`config.mk`:
```
export PLATFORM = sky130hd
export DESIGN_NAME = fp8_dot_sequencer
export DESIGN_NICKNAME = d
export VERILOG_FILES = /design/src/rtl/fp8_dot_sequencer.sv
export SDC_FILE = /design/constraint.sdc
export NUM_CORES = 1
export LEC_CHECK = 0
export BUFFER_PORTS_ARGS = -buffer_cell sky130_fd_sc_hd__buf_4
export CORE_MARGIN = 3
export CORE_UTILIZATION = 54
export CTS_CLUSTER_SIZE = 16
export DETAILED_ROUTE_END_ITERATION = 7
export PLACE_DENSITY_LB_ADDON = 0.2
export SYNTH_ARGS = -nofsm -noshare
export SYNTH_HDL_FRONTEND = slang
export SYNTH_SLANG_ARGS = --single-unit
```
`constraint.sdc`:
```
create_clock -name clk96 -period 2.72 [get_ports clk96]
set_input_delay 0.136 -clock clk96 [delete_from_list [all_inputs] [get_ports clk96]]
set_output_delay 0.136 -clock clk96 [all_outputs]
set_load 0.005 [all_outputs]
```
`src/rtl/fp8_dot_sequencer.sv`:
```
// fp8_dot_sequencer
//   Sequences an FP8 dot product over an external pipelined multiplier and
//   adder. Operand pairs are staged in a 12-entry A/B buffer, then issued one
//   pair at a time. Each issue is spaced ADD_LAT+1 cycles apart, so the next
//   product meets an accumulator that already holds the previous sum. The
//   adder result is captured into acc96 exactly MUL_LAT+ADD_LAT cycles after
//   each issue.
//
//   Optional feature (compile-time macro FP8_SEQ_BUSY_ERR_EN):
//     defined   -> start96 while busy96 sets a sticky err96, which clears on
//                  rst96 or on the next accepted start96
//     undefined -> err96 is tied low; start96 while busy is silently ignored
//
// Ports
//   clk96            clock, rising edge
//   rst96            asynchronous active-high reset (buffer is not cleared)
//   wr_en96          buffer write strobe (ignored while busy or addr > 11)
//   wr_addr96        buffer entry 0..11
//   wr_a96/wr_b96    FP8 operand pair to store
//   start96          one-cycle start request, len96 sampled with it
//   len96            vector length, clamped to 12; 0 finishes immediately
//   op_a96/op_b96    operands to multiplier, 0x00 when op_valid96 is low
//   op_valid96       one-cycle issue strobe
//   sum_in96         adder result (accumulator + product)
//   acc96            accumulator, drives adder a-input
//   busy96           high from the cycle after start through FINISH
//   done96           one-cycle completion pulse
//   result96         final sum, held until overwritten by the next run
//   err96            sticky busy-start error (see macro above)
module fp8_dot_sequencer #(
    parameter int MUL_LAT = 3,
    parameter int ADD_LAT = 3
) (
    input  logic       clk96,
    input  logic       rst96,
    input  logic       wr_en96,
    input  logic [3:0] wr_addr96,
    input  logic [7:0] wr_a96,
    input  logic [7:0] wr_b96,
    input  logic       start96,
    input  logic [3:0] len96,
    output logic [7:0] op_a96,
    output logic [7:0] op_b96,
    output logic       op_valid96,
    input  logic [7:0] sum_in96,
    output logic [7:0] acc96,
    output logic       busy96,
    output logic       done96,
    output logic [7:0] result96,
    output logic       err96
);

    localparam int         CAP_LAT   = MUL_LAT + ADD_LAT;
    localparam logic [3:0] MAX_LEN   = 4'd12;
    localparam logic [7:0] WAIT_LAST = 8'(ADD_LAT - 1);

    typedef enum logic [1:0] {
        IDLE   = 2'd0,
        ISSUE  = 2'd1,
        WAIT   = 2'd2,
        FINISH = 2'd3
    } state_t;

    function automatic logic [3:0] clamp_len(input logic [3:0] len);
        return (len > MAX_LEN) ? MAX_LEN : len;
    endfunction

    state_t              state_q;
    state_t              state_d;
    logic [3:0]          idx_q;
    logic [3:0]          n_q;
    logic [3:0]          cap_cnt_q;
    logic [7:0]          wcnt_q;
    logic [CAP_LAT-1:0]  vld_pipe;
    logic [7:0]          acc_q;
    logic [7:0]          result_q;
    logic [7:0]          mem_a [12];
    logic [7:0]          mem_b [12];
    logic                start_ok;
    logic                capture;
    logic [3:0]          start_len;

    assign busy96     = (state_q != IDLE);
    assign start_ok   = start96 && (state_q == IDLE);
    assign start_len  = clamp_len(len96);
    assign op_valid96 = (state_q == ISSUE);
    assign op_a96     = op_valid96 ? mem_a[idx_q] : 8'h00;
    assign op_b96     = op_valid96 ? mem_b[idx_q] : 8'h00;
    assign done96     = (state_q == FINISH);
    assign acc96      = acc_q;
    assign result96   = result_q;
    // The oldest bit of the issue-tracking shift register marks the cycle in
    // which that pair's sum is valid on sum_in96.
    assign capture    = vld_pipe[CAP_LAT-1];

    // Operand buffer: plain storage, deliberately untouched by reset.
    always_ff @(posedge clk96) begin
        if (wr_en96 && (wr_addr96 <= 4'd11) && !busy96) begin
            mem_a[wr_addr96] <= wr_a96;
            mem_b[wr_addr96] <= wr_b96;
        end
    end

    always_comb begin
        state_d = state_q;
        case (state_q)
            IDLE: begin
                if (start96) begin
                    state_d = (start_len == 4'd0) ? FINISH : ISSUE;
                end
            end
            ISSUE: begin
                state_d = WAIT;
            end
            WAIT: begin
                // Captures of earlier pairs can land during the final wait,
                // so completion is keyed on the capture count, not on issues.
                if (capture && (cap_cnt_q == n_q - 4'd1)) begin
                    state_d = FINISH;
                end else if ((idx_q != n_q) && (wcnt_q == WAIT_LAST)) begin
                    state_d = ISSUE;
                end
            end
            FINISH: begin
                state_d = IDLE;
            end
            default: begin
                state_d = IDLE;
            end
        endcase
    end

    always_ff @(posedge clk96 or posedge rst96) begin
        if (rst96) begin
            state_q   <= IDLE;
            idx_q     <= '0;
            n_q       <= '0;
            cap_cnt_q <= '0;
            wcnt_q    <= '0;
            vld_pipe  <= '0;
            acc_q     <= '0;
            result_q  <= '0;
        end else begin
            state_q  <= state_d;
            vld_pipe <= (vld_pipe << 1) | {{(CAP_LAT-1){1'b0}}, op_valid96};
            if (start_ok) begin
                idx_q     <= '0;
                n_q       <= start_len;
                cap_cnt_q <= '0;
                wcnt_q    <= '0;
                acc_q     <= 8'h00;
            end else begin
                if (state_q == ISSUE) begin
                    idx_q  <= idx_q + 4'd1;
                    wcnt_q <= '0;
                end else if (state_q == WAIT) begin
                    wcnt_q <= wcnt_q + 8'd1;
                end
                if (capture) begin
                    acc_q     <= sum_in96;
                    cap_cnt_q <= cap_cnt_q + 4'd1;
                end
            end
            // On entry to FINISH the final sum is the value being captured
            // into acc this same edge; a zero-length run yields 0x00.
            if ((state_d == FINISH) && (state_q != FINISH)) begin
                result_q <= (state_q == WAIT) ? sum_in96 : 8'h00;
            end
        end
    end

`ifdef FP8_SEQ_BUSY_ERR_EN
    logic err_q;

    always_ff @(posedge clk96 or posedge rst96) begin
        if (rst96) begin
            err_q <= 1'b0;
        end else if (start_ok) begin
            err_q <= 1'b0;
        end else if (start96 && busy96) begin
            err_q <= 1'b1;
        end
    end

    assign err96 = err_q;
`else
    assign err96 = 1'b0;
`endif

endmodule
```
# ---- Word-level counts from Yosys, hierarchy flattened
# Memory sizes are Yosys's and may differ from the RTL's.
# Index checks and enable logic that the tools add are counted.
dict set report word_totals {
  ff_bits 44
  ram_bits 192
  input_bits 36
  output_inout_bits 36
  word_cells 58
  n_memories 2
}
dict set report classes {
  add_sub_neg 4
  order_cmp 2
  eq_ne 8
  n_mux 20
  n_bitwise 1
  reduce_logical 13
}
# name words width rd rd_clocked_by_memory_dff write_ports line_no
set mem_list {}
lappend mem_list {mem_a 12 8 1 0 1 77} ;# logic [7:0] mem_a [12];
lappend mem_list {mem_b 12 8 1 0 1 78} ;# logic [7:0] mem_b [12];
# cell count
set ops {}
lappend ops {{two-way mux 8 bit} 8}
lappend ops {{two-way mux 4 bit} 5}
lappend ops {{adder 4 x 1 -> 4 bit, second input constant} 2}
lappend ops {{adder 8 x 1 -> 8 bit, second input constant} 1}
lappend ops {{equality test 8 x 2 -> 1 bit, second input constant} 1}
lappend ops {{two-way mux 2 bit} 4}
lappend ops {{case mux 2 bit (4 select lines)} 1}
lappend ops {{equality test 2 bit, second input constant} 3}
lappend ops {{logical AND 1 bit} 6}
lappend ops {{bitwise OR 6 x 1 -> 6 bit} 1}
lappend ops {{nonzero test 2 bit} 3}
lappend ops {{equality test 4 bit} 1}
lappend ops {{> comparator 4 bit, second input constant} 1}
lappend ops {{less-or-equal comparator 4 bit, second input constant} 1}
lappend ops {{logical NOT 4 bit} 1}
lappend ops {{!= test 4 bit} 1}
lappend ops {{subtractor 4 x 1 -> 4 bit, second input constant} 1}
lappend ops {{nonzero test 3 bit} 1}
lappend ops {{equality test 2 x 1 -> 1 bit, second input constant} 1}
lappend ops {{logical NOT 2 bit} 1}
lappend ops {{two-way mux 1 bit} 2}
lappend ops {{!= test 2 bit, second input constant} 1}
lappend ops {{logical NOT 1 bit} 1}

# ---- Logic depth before layout (Yosys ltp)
dict set report logic_depth {
  word_depth 8
  ltp_mapped 6
  depth_no_buf 6
}

# ---- Worst setup path after synthesis
# No wires, ideal clock.
dict set report synth_timing {
  path_type {register -> register}
  from {register state_q[0]}
  to {memory mem_a[0][0] (enable)}
  arrival_time_ns 2.218
  required_time_ns 2.311
  setup_slack_ns 0.092
  stages_incl_launch_ff 5
  synth_period_minus_slack_ns 2.628
  cell_sequence {dfrtp_1 nor2_1 nand2_1 or3_1 nor3_1}
}
dict set report synth_via {
  elab_chain_cells 5
}
# item line_no
set synth_rtl {}
lappend synth_rtl {{from (decl)} 68} ;# state_t state_q;
lappend synth_rtl {{from (signal assigned)} 144} ;# state_q <= state_d;
lappend synth_rtl {{nonzero test 2 bit} 83} ;# assign busy96 = (state_q != IDLE);
lappend synth_rtl {{logical NOT 1 bit} 98} ;# if (wr_en96 && (wr_addr96 <= 4'd11) && !busy96) begin
lappend synth_rtl {{logical AND 1 bit} 98}
lappend synth_rtl {{two-way mux 1 bit} 98}
lappend synth_rtl {{two-way mux 1 bit (not written as such)} 99} ;# mem_a[wr_addr96] <= wr_a96;
lappend synth_rtl {{to (decl)} 77}
# No other way between the ends.

# ---- Worst setup path after layout
dict set report layout_timing {
  from {register idx_q[0]}
  to {output port op_b96[5]}
}
dict set report layout_via {
  elab_chain_cells 2
}
# item line_no
set layout_rtl {}
lappend layout_rtl {{from (decl)} 70} ;# logic [3:0] idx_q;
lappend layout_rtl {{from (signal assigned)} 154} ;# idx_q <= idx_q + 4'd1;
lappend layout_rtl {{memory read (12 x 8 bit)} -}
lappend layout_rtl {{two-way mux 8 bit} 88} ;# assign op_b96 = op_valid96 ? mem_b[idx_q] : 8'h00;
lappend layout_rtl {{to (decl)} 43} ;# output logic [7:0] op_b96,
# No other way between the ends.

==> impl_metrics.yaml <==
status:
  outcome: "completed"
global_route:
  grt_remaining_overflow: 0
  grt_pass1_vias: 5462
  antenna_found_initial: 0
  grtUsageTotal_pct: 20.19
  grt_pass1_wl_um: 30350
  grt_max_degree: 37
sta:
  layout_setup_ws_ns: 0.2133
  final.min_clock_period_ns: 2.507
  slew_viol_final: 0
  fin_skew_ns: 0.01909
  tightestPinTransition_ns: 0.9276
  maxSlewHeadroom_pct: 37.78
  clock.fmax_mhz: 398.9
  tns_ns: 0
  setup_viol: 0
  hold_violations: 0
  rsz0062_at_grt: "false"
  fin_crit_sh_pct: 92.16
power:
  p_sw_share_pct: 25.93
  pwr-share-clk_pct: 34.1
  power.total_w: 0.009954
  p_seq_share_pct: 44.7
  combinationalPowerShare_pct: 21.2
  power_per_cell_area_mw_per_mm2: 863.0
  leakage_nw: 4.206
  intPower_w: 0.007372
  irDropWorstVdd_v: 0.0006449
  p_sw_w: 0.002581
placement:
  dp_hpwl_um: 11530
  pre_cts_slack_ns: 0.7701
  gp_congestion: 0.8191
  dpl_cell_area_mm2: 0.01038
  numPortBuffers: 70
  placed_cells: 820
logic_synthesis:
  yosysTopAreaCell: "edfxtp_1"
  syn_area_mm2: 0.009428
  ys_seq_elements: 236
  synthDominantCellAreaShare_pct: 61.15
  yosys_warnings: 0
  synth_nets: 562
  synth_flop_cell: "edfxtp_1"
  synth.avg_cell_area_um2: 18.10
  ys_async_sr_fraction_pct: 18.64
  synth-edff-count: 192
  ys_seq_area_share_pct: 72.83
  synth_cell_types: 36
  netlist_instances: 521
  synth_area_leaders: "edfxtp_1 61%, dfrtp_1 12%, mux4_2 11%"
run:
  maxCapViolations: 0
layout:
  drive_gt1_share_pct: 28.85
  fin_area_mm2: 0.01153
  nFillCells: 1126
  area_delta_synth_final_pct: 22.34
  instances_no_fill: 896
  fin_nets: 699
  antennaDiodeCount: 0
route:
  dr.pass1.iters: 4
  drtAntennaViolNets: 0
  dr.first_iter.drc_count: 388
  wire_per_inst_um: 21.27
  drt_wl_total_um: 19060
  vias_per_cell: 5.740
  vias: 5143
  drc: 0
floorplanning:
  fp.dieH_um: 138.1
  die_w_um: 138.1
  die_area_mm2: 0.01908
  pin_count: 72
  initial_core_util_pct: 56.06
  core_area_mm2: 0.01682
  num_rows: 47
clock_tree:
  cts.repair.resized: 0
  clock_latency_ns: 0.53
  ctsHoldBuffers: 32
  tritoncts: "built"
  cts_buffers: 24
  post_cts_buffers: 0
  htreeDepth: 1
  clock-root-buffer: "clkbuf_16"
  cts_max_path_buffers: 3
  clkTransAtPathRegs_ns: 0.06
  clock-sinks: 236
worst_setup_path:
  crit_type: "reg -> out"
  start_kind: "flop"
  cp_max_fo: 23
  critPathArrivalTime_ns: 2.37
  cp.required_ns: 2.58
  worstSetupEndpointType: "output pin"
worst_hold_path:
  hold_class: "in -> reg"
[kinds of logic (layout without fill, tap and decap cells)]
group           count (synthesis)  count (layout)  share of synthesized area [%]
flops                         236             236                          72.83
simple gates                   95              95                          4.990
mux                            83              83                          15.18
compound gates                 45              45                          2.469
buf+inv                        38             193                          2.150
xor+xnor                       18              18                          1.672
fa+ha+maj                       5               5                         0.6636
other cells                     1               1                        0.03978
[final timing paths]
| path | from | endpoint | slack [ns] | cells past startpoint |
|---|---|---|---|---|
| worst min register to register | vld_pipe[2] | vld_pipe[3] | 0.35 | 0 |
| worst max-delay path | idx_q[0] | op_b96[5] | 0.21 | 5 |
| min in group asynchronous | rst96 | acc96[6] | 0.27 | 3 |
| worst max register to register | state_q[0] | mem_b[2][6] | 0.77 | 5 |
| max in group asynchronous | rst96 | idx_q[0] | 1.70 | 4 |
| worst min-delay path | wr_addr96[1] | mem_b[0][7] | 0.12 | 3 |
[power by group through the flow]
| stage | clock network, W | logic (W) | registers (W) |
|---|---|---|---|
| global placement | 0 | 0.00201 | 0.00451 |
| CTS | 0.00347 | 0.00215 | 0.00446 |
| finish | 0.00339 | 0.00211 | 0.00445 |
| global route | 0.00360 | 0.00233 | 0.00449 |
| floorplan | 0 | 0.00145 | 0.00443 |
| detailed placement | 0 | 0.00208 | 0.00453 |
[Yosys cell counts, drive strengths merged (5+ instances only)]
| cell | number |
|---|---|
| nand2 | 31 |
| nand4 | 5 |
| inv | 15 |
| buf | 16 |
| xnor2 | 7 |
| nand3 | 8 |
| o21ai | 26 |
| ha | 5 |
| edfxtp | 192 |
| nor2 | 27 |
| mux4 | 48 |
| clkbuf | 7 |
| dfrtp | 44 |
| a21oi | 16 |
| mux2i | 35 |
| nor3 | 6 |
| xor2 | 11 |
[state kept, by name, summed over array words and instances, names as in the netlist]
name,count
acc96,8
cap_cnt_q,4
idx_q,4
mem_a,96
mem_b,96
n_q,4
result96,8
state_q,2
vld_pipe,6
wcnt_q,8
[cell type report]
type	count	area (µm²)	area share [%]
Tap cell	220	275.3	2.387
Inverter	15	56.30	0.4882
Timing Repair Buffer	134	1124	9.742
Clock buffer	30	636.9	5.522
Clock inverter	14	196.4	1.703
Multi-Input combinational cell	247	2374	20.58
Sequential cell	236	6872	59.58
[critical path, stage by stage (launching register included)]
cell	delay [ns]
dfrtp_4	0.56
buf_12	0.25
mux4_2	0.55
mux2i_1	0.17
a21oi_1	0.14
buf_4	0.17
[layer usage]
layer | up-vias | wire, µm | track usage (%)
met4 | 0 | 316 | 4.628
met2 | 165 | 9625 | 33.79
met5 | - | 0 | 0
met3 | 29 | 1155 | 3.453
li1 | 2305 | - | -
met1 | 2644 | 7958 | 28.44
[cells in the final DEF, fill, tap and decap left out, types with 2 or more instances in the layout]
cell,count
a21oi_1,16
and2_1,3
and3_1,4
buf_12,3
buf_4,99
bufinv_16,4
clkbuf_1,4
clkbuf_16,24
clkinv_1,5
clkinv_2,2
clkinvlp_4,2
dfrtp_1,42
dlygate4sd3_1,32
edfxtp_1,192
ha_1,5
inv_1,13
mux2i_1,35
mux4_2,48
nand2_1,30
nand2b_1,4
nand3_1,8
nand4_1,4
nand4b_1,2
nor2_1,27
nor3_1,3
nor3_2,3
o21ai_0,19
o21ai_1,7
xnor2_1,7
xor2_1,11
[metrics by stage]
step	hold WS, ns	utilization [%]
6_report	0.1239	68.58
5_1_grt	0.1301	68.58
4_1_cts	0.1033	68.58
3_5_place_dp	0.2700	61.72
3_3_place_gp	0.2598	61.72
2_1_floorplan	0.2349	-
No activity file was read; power rests on OpenSTA's default activity.
